==> src/rtl/ldpc_layer_scheduler.sv <==
// Layer sequencer for the layered min-sum LDPC decoder: issues one check-node layer
// at a time, folds per-layer parity into an iteration verdict and reports done/fail.
//
// state | meaning
// IDLE  | waiting for start; outputs hold the last codeword's iter_count
// ISSUE | layer offered on layer_valid/layer_addr until layer_ready
// WAIT  | layer in flight; waiting for layer_done
// CHECK | end of iteration: bump iter_count, decide stop/continue
// DONE  | one-cycle done pulse with fail status
module ldpc_layer_scheduler #(
  parameter int NUM_LAYERS = 32,
  parameter int LAYER_W    = 5,
  parameter int ITER_W     = 8
) (
  input  logic              clk,
  input  logic              rst,
  input  logic              start,
  input  logic [ITER_W-1:0] max_iter,
  input  logic              early_term_en,
  output logic              busy,
  output logic              layer_valid,
  output logic [LAYER_W-1:0] layer_addr,
  input  logic              layer_ready,
  input  logic              layer_done,
  input  logic              layer_parity_ok,
  output logic [ITER_W-1:0] iter_count,
  output logic              done,
  output logic              fail
);

  typedef enum logic [2:0] {
    S_IDLE,
    S_ISSUE,
    S_WAIT,
    S_CHECK,
    S_DONE
  } state_t;

  localparam logic [LAYER_W-1:0] LAST_LAYER = LAYER_W'(NUM_LAYERS - 1);
  localparam logic [ITER_W-1:0]  ITER_ONE   = ITER_W'(1);
  localparam logic [ITER_W:0]    ITER_INC   = (ITER_W + 1)'(1);

  state_t            state;
  logic [ITER_W-1:0] max_iter_l;
  logic              early_term_l;
  logic              parity_acc;
  logic [ITER_W:0]   iter_next;

  // Widened by one bit so a limit of 2^ITER_W-1 never wraps the compare.
  assign iter_next = {1'b0, iter_count} + ITER_INC;

  always_ff @(posedge clk or posedge rst) begin
    if (rst) begin
      state        <= S_IDLE;
      max_iter_l   <= ITER_ONE;
      early_term_l <= 1'b0;
      parity_acc   <= 1'b1;
      busy         <= 1'b0;
      layer_valid  <= 1'b0;
      layer_addr   <= '0;
      iter_count   <= '0;
      done         <= 1'b0;
      fail         <= 1'b0;
    end else begin
      done <= 1'b0;
      fail <= 1'b0;
      case (state)
        S_IDLE: begin
          if (start) begin
            max_iter_l   <= (max_iter == '0) ? ITER_ONE : max_iter;
            early_term_l <= early_term_en;
            layer_addr   <= '0;
            iter_count   <= '0;
            parity_acc   <= 1'b1;
            busy         <= 1'b1;
            layer_valid  <= 1'b1;
            state        <= S_ISSUE;
          end
        end
        S_ISSUE: begin
          if (layer_ready) begin
            layer_valid <= 1'b0;
            state       <= S_WAIT;
          end
        end
        S_WAIT: begin
          if (layer_done) begin
            parity_acc <= parity_acc & layer_parity_ok;
            if (layer_addr == LAST_LAYER) begin
              state <= S_CHECK;
            end else begin
              layer_addr  <= layer_addr + 1'b1;
              layer_valid <= 1'b1;
              state       <= S_ISSUE;
            end
          end
        end
        S_CHECK: begin
          iter_count <= iter_next[ITER_W-1:0];
          if (early_term_l && parity_acc) begin
            done  <= 1'b1;
            state <= S_DONE;
          end else if (iter_next >= {1'b0, max_iter_l}) begin
            done  <= 1'b1;
            fail  <= ~parity_acc;
            state <= S_DONE;
          end else begin
            layer_addr  <= '0;
            parity_acc  <= 1'b1;
            layer_valid <= 1'b1;
            state       <= S_ISSUE;
          end
        end
        S_DONE: begin
          busy  <= 1'b0;
          state <= S_IDLE;
        end
        default: begin
          busy        <= 1'b0;
          layer_valid <= 1'b0;
          state       <= S_IDLE;
        end
      endcase
    end
  end

endmodule
==> config.mk <==
export PLATFORM = sky130hd
export DESIGN_NAME = ldpc_layer_scheduler
export DESIGN_NICKNAME = d
export VERILOG_FILES = /design/src/rtl/ldpc_layer_scheduler.sv
export SDC_FILE = /design/constraint.sdc
export NUM_CORES = 1
export LEC_CHECK = 0
export ABC_AREA = 1
export ABC_CLOCK_PERIOD_IN_PS = 3400
export BUFFER_PORTS_ARGS = -buffer_cell sky130_fd_sc_hd__buf_2
export CAP_MARGIN = 20
export CORE_MARGIN = 2
export CORE_UTILIZATION = 50
export DETAILED_ROUTE_END_ITERATION = 6
export GPL_TIMING_DRIVEN = 0
export PLACE_DENSITY = 0.73
export SYNTH_ARGS = -nofsm -noshare
export SYNTH_HDL_FRONTEND = slang
export SYNTH_SLANG_ARGS = --single-unit
==> constraint.sdc <==
create_clock -name clk -period 3.4 [get_ports clk]
set_clock_uncertainty 0.15 [all_clocks]
set_input_delay 0.34 -clock clk [delete_from_list [all_inputs] [get_ports clk]]
set_output_delay 0.34 -clock clk [all_outputs]
set_load 0.1 [all_outputs]
==> impl_metrics.yaml <==
worst_setup_path:
  rr_startpoint: "iter_count[0]$_DFFE_PP0P_"
  required_ns: 3.48
  endpoint_kind: "flip-flop"
  worstSetupStartpointType: "flip-flop"
  rr_worst_depth: 19
  r2r_end: "layer_valid$_DFFE_PP0P_"
  critPathLaunch: "iter_count[0]$_DFFE_PP0P_"
  critPathArrivalTime_ns: 2.79
  cp_max_fo: 10
  crit_end: "layer_valid$_DFFE_PP0P_"
  rrSetupSlack_ns: 0.70
  crit_type: "reg2reg"
routing:
  viasPerCell: 4.815
  firstDrtPassIters: 4
  vias: 1430
  drt_wl_total_um: 3233
  drtIter0Drc: 44
  drc: 0
  postRouteAntennaNets: 0
  wl_per_cell_um: 10.89
power:
  powerDensity_nw_per_um2: 829.8
  power.internal_w: 0.0008232
  max-vdd-ir-drop_uv: 452.0
  total_switching_power_w: 0.0008609
  combPwrFrac_pct: 54.1
  swShare_pct: 51.12
  p_clk_share_pct: 13.1
  power.leakage_nw: 1.166
  seq_power_share_pct: 32.8
synthesis:
  synth_nets: 236
  synth-edff-count: 0
  yosysMostFrequentCell: "nand2_1"
  netlist_instances: 210
  ys_types: 31
  synth_top_cell_by_area: "dfrtp_1"
  synth_seq_cells: 30
  synth_top_cell_area_share_pct: 40.76
  avgSynthCellArea_sq_um: 8.186
  synth_ff_type: "dfrtp_1"
  ys_async_sr_fraction_pct: 100.0
  ys_seq_area_share_pct: 43.81
  synthTopCellsByArea: "dfrtp_1, nand2_1, ha_1"
  synth_common_cells: "nand2_1, inv_1, dfrtp_1"
  synth_area_sq_um: 1719
  ys_warn_count: 0
floorplan:
  die_h_um: 62.64
  rows: 21
  die-width_um: 62.64
  initial_utilization_pct: 51.93
  ios: 32
  dieArea_sq_um: 3923
  coreArea_sq_um: 3311
finish:
  syn2layout_area_growth_pct: 18.05
  n_antenna_cell: 0
  drive_above_1_share_pct: 23.51
  nets: 276
  fin_area_sq_um: 2029
cts:
  clockBufferDepth: 2
  cts_resized: 0
  cts_max_level: 2
  worstSkewPairLatency_ns: 0.33
  cts_buffers: 5
  cts.clk_slew.worst_paths_ns: 0.09
  root_buffer: "clkbuf_4"
  cts.sinks: 30
  tritoncts: "built"
sta:
  rsz0062_at_grt: "false"
  slew_viol_final: 0
  setup_viol: 0
  final_hold_viol_count: 0
  tightest_slew_ns: 0.5403
  slew_headroom_pct: 63.94
  fmax_ghz: 0.3699
  fin_crit_sh_pct: 79.52
  period_needed_ns: 2.704
  setup_tns_ns: 0
outcome:
  outcome: "finished clean"
global_routing:
  grt_max_degree: 20
  busiest_layer: "met2"
  grt_use_met1_pct: 25.47
  met3_usage_pct: 5.586
  antenna_found_initial: 0
  grt_pass1_vias: 1266
  grt_overflow_total: 0
  gr-usage-met2_pct: 27.02
  grt_use_total_pct: 18.45
  grt_pass1_wl_um: 5616
placement:
  dpl.hpwl_um: 2547
  gp_congestion: 0.8032
  post_dp_cell_area_sq_um: 1959
  port-buffer-count: 31
min_path:
  min_path_type: "in2reg"
run:
  drv_cap: 0
[kinds of logic (layout without fill, tap and decap cells)]
kind of cell               after synthesis  count (layout)  synth area share [%]
and+or+nand+nor                        104             104                 30.28
buffers and inverters                   39              80                 8.661
DFF                                     30              30                 43.81
AOI/OAI and AO/OA                       21              21                 6.550
adders and majority gates               11              11                 8.006
xor gates and xnor gates                 4               4                 2.038
muxes                                    1               1                0.6550
[worst min path at each step]
stage	end	slack, ns	start	cells past startpoint
2_1_floorplan	busy$_DFFE_PP0P_	0.28	rst	1
3_3_place_gp	layer_valid$_DFFE_PP0P_	0.30	layer_valid$_DFFE_PP0P_	2
3_5_place_dp	iter_count[4]$_DFFE_PP0P_	0.26	rst	2
4_1_cts	early_term_l$_DFFE_PP0P_	0.08	early_term_en	2
5_1_grt	early_term_l$_DFFE_PP0P_	0.09	early_term_en	2
6_report	early_term_l$_DFFE_PP0P_	0.09	early_term_en	2
[cell usage in the layout, fill, tap and decap left out, drive strengths merged]
cell         Yosys  routed
nand3           13      13
mux2             1       1
o21ai           10      10
a31oi            1       1
nand4            6       6
dlygate4sd3      0       1
xor2             4       4
clkinv           0       1
or2              1       1
dfstp            2       2
a21oi            7       7
nor2            19      19
inv             36      36
nor4             1       1
clkbuf           1       8
buf              2      34
a41oi            1       1
ha              11      11
o22ai            2       2
dfrtp           28      28
nor3b            2       2
nand2           60      60
nor3             2       2
[worst max-delay path, cell delays in order, from the launching register on]
cell     delay (ns)
dfrtp_1        0.46
ha_1           0.24
nand2_1        0.08
inv_2          0.04
nand2_1        0.08
xor2_1         0.25
ha_1           0.30
nand2_1        0.07
inv_1          0.05
nand2_1        0.06
nand3_1        0.08
nand2_1        0.07
nand2_1        0.05
nand2_1        0.05
nand2_1        0.04
nand2_1        0.13
buf_2          0.23
nand2_1        0.08
nand2_1        0.07
nand2_1        0.04
[final cells by class]
| type | instances | area, sq um |
|---|---|---|
| Buffer | 3 | 13.76 |
| Tap cell | 46 | 57.56 |
| Clock buffer | 7 | 55.05 |
| Timing Repair Buffer | 33 | 192.7 |
| Sequential cell | 30 | 753.2 |
| Inverter | 36 | 135.1 |
| Multi-Input combinational cell | 141 | 817.0 |
| Fill cell | 332 | 1281 |
| Clock inverter | 1 | 5.005 |
[power by group through the flow]
stage,Sequential (W),Combinational [W],Clock [W]
final,0.000553,0.000911,0.000221
after global routing,0.000570,0.00101,0.000254
after CTS,0.000553,0.000923,0.000228
after detailed placement,0.000560,0.000921,0
after global placement,0.000555,0.000898,0
after floorplan,0.000804,0.000496,0
[sequential cells by signal, summed over array words and instances, names as in the netlist]
| register | cells |
|---|---|
| iter_count | 8 |
| fail | 1 |
| layer_valid | 1 |
| busy | 1 |
| max_iter_l | 8 |
| early_term_l | 1 |
| state | 3 |
| layer_addr | 5 |
| done | 1 |
| parity_acc | 1 |
[layer usage]
layer  vias to the layer above  part of all wire, %
met1                       639                   50
met3                         7                  5.1
met2                        33                   43
li1                        751                    -
met4                         0                  1.9
met5                         -                    0
[what timing repair did]
action | in CTS | in global routing
hold buffers | 1 | 0
buffers inserted | 0 | 0
hold endpoints to repair | 10 | 0
[stage by stage]
stage	worst slack, ns	cells	hold WS (ns)	util (%)	total power (W)
finish	0.6964	297	0.09393	61.30	0.001684
CTS	0.6782	297	0.08076	61.30	0.001704
global route	0.4375	297	0.08738	61.30	0.001833
global placement	0.7597	287	0.3030	58.35	0.001453
floorplan	0.2638	210	0.2793	-	0.001300
detailed placement	0.6965	288	0.2554	59.18	0.001480
Note: power is estimated with default switching activity, not from simulation.
